File: config.mk
export PLATFORM = sky130hd
export DESIGN_NAME = alu_control_unit
export DESIGN_NICKNAME = d
export VERILOG_FILES = /design/src/rtl/alu_control_unit.sv
export SDC_FILE = /design/constraint.sdc
export NUM_CORES = 1
export LEC_CHECK = 0
export CAP_MARGIN = 20
export CELL_PAD_IN_SITES_DETAIL_PLACEMENT = 0
export CELL_PAD_IN_SITES_GLOBAL_PLACEMENT = 1
export CORE_ASPECT_RATIO = 0.9
export CORE_MARGIN = 2
export CORE_UTILIZATION = 27
export CTS_CLUSTER_SIZE = 28
export DETAILED_ROUTE_END_ITERATION = 10
export PLACE_DENSITY_LB_ADDON = 0.15
export SLEW_MARGIN = 40
export SYNTH_ARGS = -nofsm -noshare
export SYNTH_HDL_FRONTEND = slang
export SYNTH_SLANG_ARGS = --single-unit
File: constraint.sdc
create_clock -name clk -period 1.75 [get_ports clk]
set_clock_uncertainty 0.2 [all_clocks]
set_input_delay 0.4375 -clock clk [delete_from_list [all_inputs] [get_ports clk]]
set_output_delay 0.4375 -clock clk [all_outputs]
set_load 0.05 [all_outputs]
File: src/rtl/alu_control_unit.sv
// Sequencing controller for the add/sub, Booth multiply and restoring divide datapath.
// Drives the datapath strobes c0..c7 from state and uses the datapath status bits to pick each step.
//
// state     | meaning
// IDLE      | waiting for start
// LOAD_M/Q  | load x into M, then y into Q
// M_*       | Booth step: test pair, add/sub M, arithmetic right shift
// D_*       | restoring step: left shift, trial subtract, test sign, restore
// DONE      | result on z, one-cycle done pulse
module alu_control_unit (
    input  logic       clk,
    input  logic       rst,
    input  logic       start,
    input  logic [1:0] op,
    input  logic [7:0] in,
    input  logic       cnt_done,
    input  logic       q0,
    input  logic       qm1,
    input  logic       a7,
    output logic       c0,
    output logic       c1,
    output logic       c2,
    output logic       c3,
    output logic       c4,
    output logic       c5,
    output logic       c6,
    output logic       c7,
    output logic [1:0] op_q,
    output logic       sel_in,
    output logic       busy,
    output logic       done,
    output logic       div_err,
    output logic       q_lsb
);

    localparam logic [3:0] S_IDLE      = 4'd0;
    localparam logic [3:0] S_LOAD_M    = 4'd1;
    localparam logic [3:0] S_LOAD_Q    = 4'd2;
    localparam logic [3:0] S_M_TEST    = 4'd3;
    localparam logic [3:0] S_M_SUB     = 4'd4;
    localparam logic [3:0] S_M_ADD     = 4'd5;
    localparam logic [3:0] S_M_SHIFT   = 4'd6;
    localparam logic [3:0] S_D_SHIFT   = 4'd7;
    localparam logic [3:0] S_D_SUB     = 4'd8;
    localparam logic [3:0] S_D_TEST    = 4'd9;
    localparam logic [3:0] S_D_RESTORE = 4'd10;
    localparam logic [3:0] S_DONE      = 4'd11;

    logic [3:0] state;
    logic [3:0] state_nxt;
    logic       qbit;
    logic       last;

    always_ff @(posedge clk) begin
        if (!rst) begin
            state   <= S_IDLE;
            op_q    <= 2'b00;
            div_err <= 1'b0;
            qbit    <= 1'b0;
            last    <= 1'b0;
        end else begin
            state <= state_nxt;
            case (state)
                S_IDLE: begin
                    if (start) begin
                        op_q    <= op;
                        div_err <= 1'b0;
                        qbit    <= 1'b0;
                    end
                end
                S_LOAD_M: begin
                    if (op_q == 2'b11 && in == 8'd0) begin
                        div_err <= 1'b1;
                    end
                end
                S_D_SHIFT: last <= cnt_done;
                S_D_TEST:  qbit <= ~a7;
                default: ;
            endcase
        end
    end

    always_comb begin
        state_nxt = state;
        case (state)
            S_IDLE:      state_nxt = start ? S_LOAD_M : S_IDLE;
            S_LOAD_M:    state_nxt = S_LOAD_Q;
            S_LOAD_Q: begin
                if (!op_q[1] || div_err) begin
                    state_nxt = S_DONE;
                end else if (op_q[0]) begin
                    state_nxt = S_D_SHIFT;
                end else begin
                    state_nxt = S_M_TEST;
                end
            end
            S_M_TEST: begin
                case ({q0, qm1})
                    2'b10:   state_nxt = S_M_SUB;
                    2'b01:   state_nxt = S_M_ADD;
                    default: state_nxt = S_M_SHIFT;
                endcase
            end
            S_M_SUB:     state_nxt = S_M_SHIFT;
            S_M_ADD:     state_nxt = S_M_SHIFT;
            S_M_SHIFT:   state_nxt = cnt_done ? S_DONE : S_M_TEST;
            S_D_SHIFT:   state_nxt = S_D_SUB;
            S_D_SUB:     state_nxt = S_D_TEST;
            S_D_TEST: begin
                if (a7) begin
                    state_nxt = S_D_RESTORE;
                end else begin
                    state_nxt = last ? S_DONE : S_D_SHIFT;
                end
            end
            S_D_RESTORE: state_nxt = last ? S_DONE : S_D_SHIFT;
            S_DONE:      state_nxt = S_IDLE;
            default:     state_nxt = S_IDLE;
        endcase
    end

    // c6 is the shift-in bit: sign of A for Booth, previous quotient bit for divide.
    always_comb begin
        c0     = 1'b0;
        c1     = 1'b0;
        c2     = 1'b0;
        c3     = 1'b0;
        c4     = 1'b0;
        c5     = 1'b0;
        c6     = 1'b0;
        c7     = 1'b0;
        sel_in = 1'b0;
        done   = 1'b0;
        q_lsb  = 1'b0;
        case (state)
            S_LOAD_M: c0 = 1'b1;
            S_LOAD_Q: begin
                c1     = 1'b1;
                sel_in = 1'b1;
            end
            S_M_SUB: begin
                c2 = 1'b1;
                c3 = 1'b1;
            end
            S_M_ADD: c2 = 1'b1;
            S_M_SHIFT: begin
                c4 = 1'b1;
                c5 = 1'b1;
                c6 = a7;
            end
            S_D_SHIFT: begin
                c4 = 1'b1;
                c5 = 1'b1;
                c6 = qbit;
            end
            S_D_SUB: begin
                c2 = 1'b1;
                c3 = 1'b1;
            end
            S_D_RESTORE: c2 = 1'b1;
            S_DONE: begin
                done  = 1'b1;
                c7    = ~div_err;
                c3    = (op_q == 2'b01);
                q_lsb = qbit;
            end
            default: ;
        endcase
    end

    assign busy = (state != S_IDLE);

endmodule

==> flow_summary.ini, run 1 <==
[hold_path]
hold_class = flop to flop
hold_start = last$_SDFFE_PN0P_

[clock_tree]
clockBufferDepth = 2
cts.sinks = 9
htree_levels = 1
cts_tree = done
clk_pin_slew_ns = 0.07
clockRootBuffer = clkbuf_4
cts_buffers = 3
clk_latency_ns = 0.26

[die]
dieArea_mm2 = 0.00280
core_area_mm2 = 0.00222
die_y_um = 50.4
die_w_um = 55.6
top_level_ports = 32
row_count = 16
start_util_pct = 29.1

[grt]
track_usage_pct = 17.0
antenna_found_initial = 0
grt_pass1_wl_mm = 3.72
grt_pass1_vias = 807
grt-ovfl-total = 0
grt_max_degree = 13

[synth]
synth_enable_flop_cells = 0
synth_async_sr_flop_share_pct = 0
syn_area_um2 = 647
yosysSeqAreaShare_pct = 27.9
yosys-top-cells-area = dfxtp_1 28%, buf_4 5.8%, nor2_1 5.2%, mux2i_1 4.6%, nand2b_4 4.3%
yosysTopAreaCellShare_pct = 27.9
synth_nets = 100
yosys.area.top_type = dfxtp_1
ys_ff_latch = 9
synth_area_per_cell_um2 = 7.89
synth_commonest_cells = 9 x dfxtp_1, 9 x nor2_1, 5 x buf_4, 5 x inv_1
ys.warnings.count = 0
synth_ff_type = dfxtp_1
synth_cell_types = 31
synthCells = 82

[critical_path]
critPathLaunchType = flop
timing.rr.end = state[2]$_SDFF_PN0_
regToRegStartpoint = state[0]$_SDFF_PN0_
worstPathCellList = buf_6, nand2b_4, nor3_4, buf_6, buf_12
ff2ff_path_depth = 7
critPathMaxFanout = 6
worst_ep_required_time_ns = 1.11
path_common_cell = buf_6
critPathKind = flop to output port
worstPathArrival_ns = 1.34
cp-startpoint = state[0]$_SDFF_PN0_
regToRegSetupSlack_ns = 0.11
crit_family = buffers and inverters
cp.depth = 5
end_kind = output port
max_stage_delay_ns = 0.37
endpoint = c1
crit_buf_inv = 3
critPathSlowestCell = dfxtp_4

[sta]
finalSetupTns_ns = -1.70
timing.final.max_slew_violations = 0
layout_min_cycle_time_ns = 1.98
finalCritPeriodShare_pct = 113
relSlewSlack_pct = 80.4
fmax_mhz = 506
setup_violations = 12
holdWs_ns = 0.302
max_slew.worst_pin.slew_ns = 0.291
final-hold-violation-count = 0
fin_ws_ns = -0.228
grt_setup_unrepaired = true

[placed_design]
hpwl_mm = 1.66
gp_congestion = 0.820
pre_cts_ws_ns = -0.352
numPortBuffers = 31

[pwr]
swShare_pct = 45.3
p_clk_share_pct = 7.1
power_frac_comb_pct = 78.0
power_switching_mw = 1.07
leakagePower_nw = 0.611
power_frac_seq_pct = 14.9
ir_worst_vdd_mv = 1.56
internal_power_mw = 1.30
power_density_mw_per_mm2 = 1560

[layout]
post-route-util_pct = 68.5
n_antenna_cell = 0
drive_gt1_share_pct = 53.2
fin_nets = 160
area_growth_pct = 135

[drt]
routed_wl_mm = 2.31
first_pass_iters = 4
drtIter0Drc = 26
vias = 831
via_per_inst = 4.95
ant_nets = 0
drc_errors = 0
routedWlPerCell_um = 13.8

[run_status]
run_status = finished with violations
violations = setup timing

[flow_run]
max_cap_violations = 0
layout by cell type, fill, tap and decap left out, drive strengths merged, types with 2 or more instances in the layout:
cell type / n
nor3: 6
mux2i: 3
inv: 5
a21boi: 2
buf: 45
nor2b: 4
dfxtp: 9
nand2: 5
nor4: 3
clkdlybuf4s50: 15
a31oi: 3
nor2: 9
o211ai: 2
o21ai: 5
nand2b: 5
a21oi: 4
and3: 2
clkbuf: 4
registers in the layout, summed over array words and instances, names as in the netlist:
name / count
state: 4
div_err: 1
op_q: 2
last: 1
qbit: 1
repair_timing:
action / CTS / global route
gates cloned: 0 / 0
gates resized for setup: 17 / 16
endpoints found under the hold margin: 0 / 0
buffers inserted: 5 / 8
pin swaps: 2 / 8
endpoints found under the setup margin: 12 / 12
hold buffers: 0 / 0
metrics by stage:
step	std cells	total power, mW	instance area [um^2]
floorplan	82	1.16	712
global placement	151	1.81	1280
detailed placement	151	1.82	1280
CTS	160	2.16	1390
global route	168	2.48	1520
finish	168	2.37	1520
worst min-delay path: stages (launching register included):
cell and delay [ns]:
dfxtp_1 0.32, o21ai_0 0.07, a21boi_1 0.06
final cells by class:
cell class,count,area [um^2]
sequential,9,193
fill,174,699
timing repair buffer,61,711
inverter,5,18.8
tap,27,33.8
multi-input combinational,62,541
clock buffer,4,26.3
power by group through the flow:
stage,sequential [mW],combinational [mW],clock (mW)
2_1_floorplan,0.330,0.826,0
3_3_place_gp,0.338,1.47,0
3_5_place_dp,0.343,1.48,0
4_1_cts,0.359,1.63,0.172
5_1_grt,0.357,1.94,0.180
6_report,0.354,1.85,0.168
how the worst min path moves through the flow:
stage	endpoint	slack (ns)	cells after the start
CTS	last$_SDFFE_PN0P_	0.31	2
finish	last$_SDFFE_PN0P_	0.30	2
global placement	last$_SDFFE_PN0P_	0.29	2
global route	last$_SDFFE_PN0P_	0.35	2
floorplan	last$_SDFFE_PN0P_	0.27	2
detailed placement	last$_SDFFE_PN0P_	0.30	2
per-layer routing:
metal / up-vias / track usage, % / share of wire (%)
met2: 24 / 29.0 / 50
met1: 392 / 21.6 / 45
met3: 2 / 5.15 / 4.8
met4: 0 / 2.44 / 0.61
li1: 413 / - / -
met5: - / 0 / 0
kinds of logic (layout without fill, tap and decap cells):
group | Yosys count | after routing | share of synthesized area [%]
adders and majority gates | 1 | 1 | 1.93
muxes | 3 | 3 | 4.64
buffers and inverters | 11 | 70 | 10.4
AOI/OAI and AO/OA | 20 | 20 | 20.1
DFF | 9 | 9 | 27.9
and+or+nand+nor | 38 | 38 | 35.0
Power figures use the tool's default switching activity.
==> inputs of run 2 (changes only) <==
Settings changed: CTS_CLUSTER_SIZE 28 to 24.
==> results of run 2 <==
The final DEF is identical to that of run 1; final timing and power are the same.
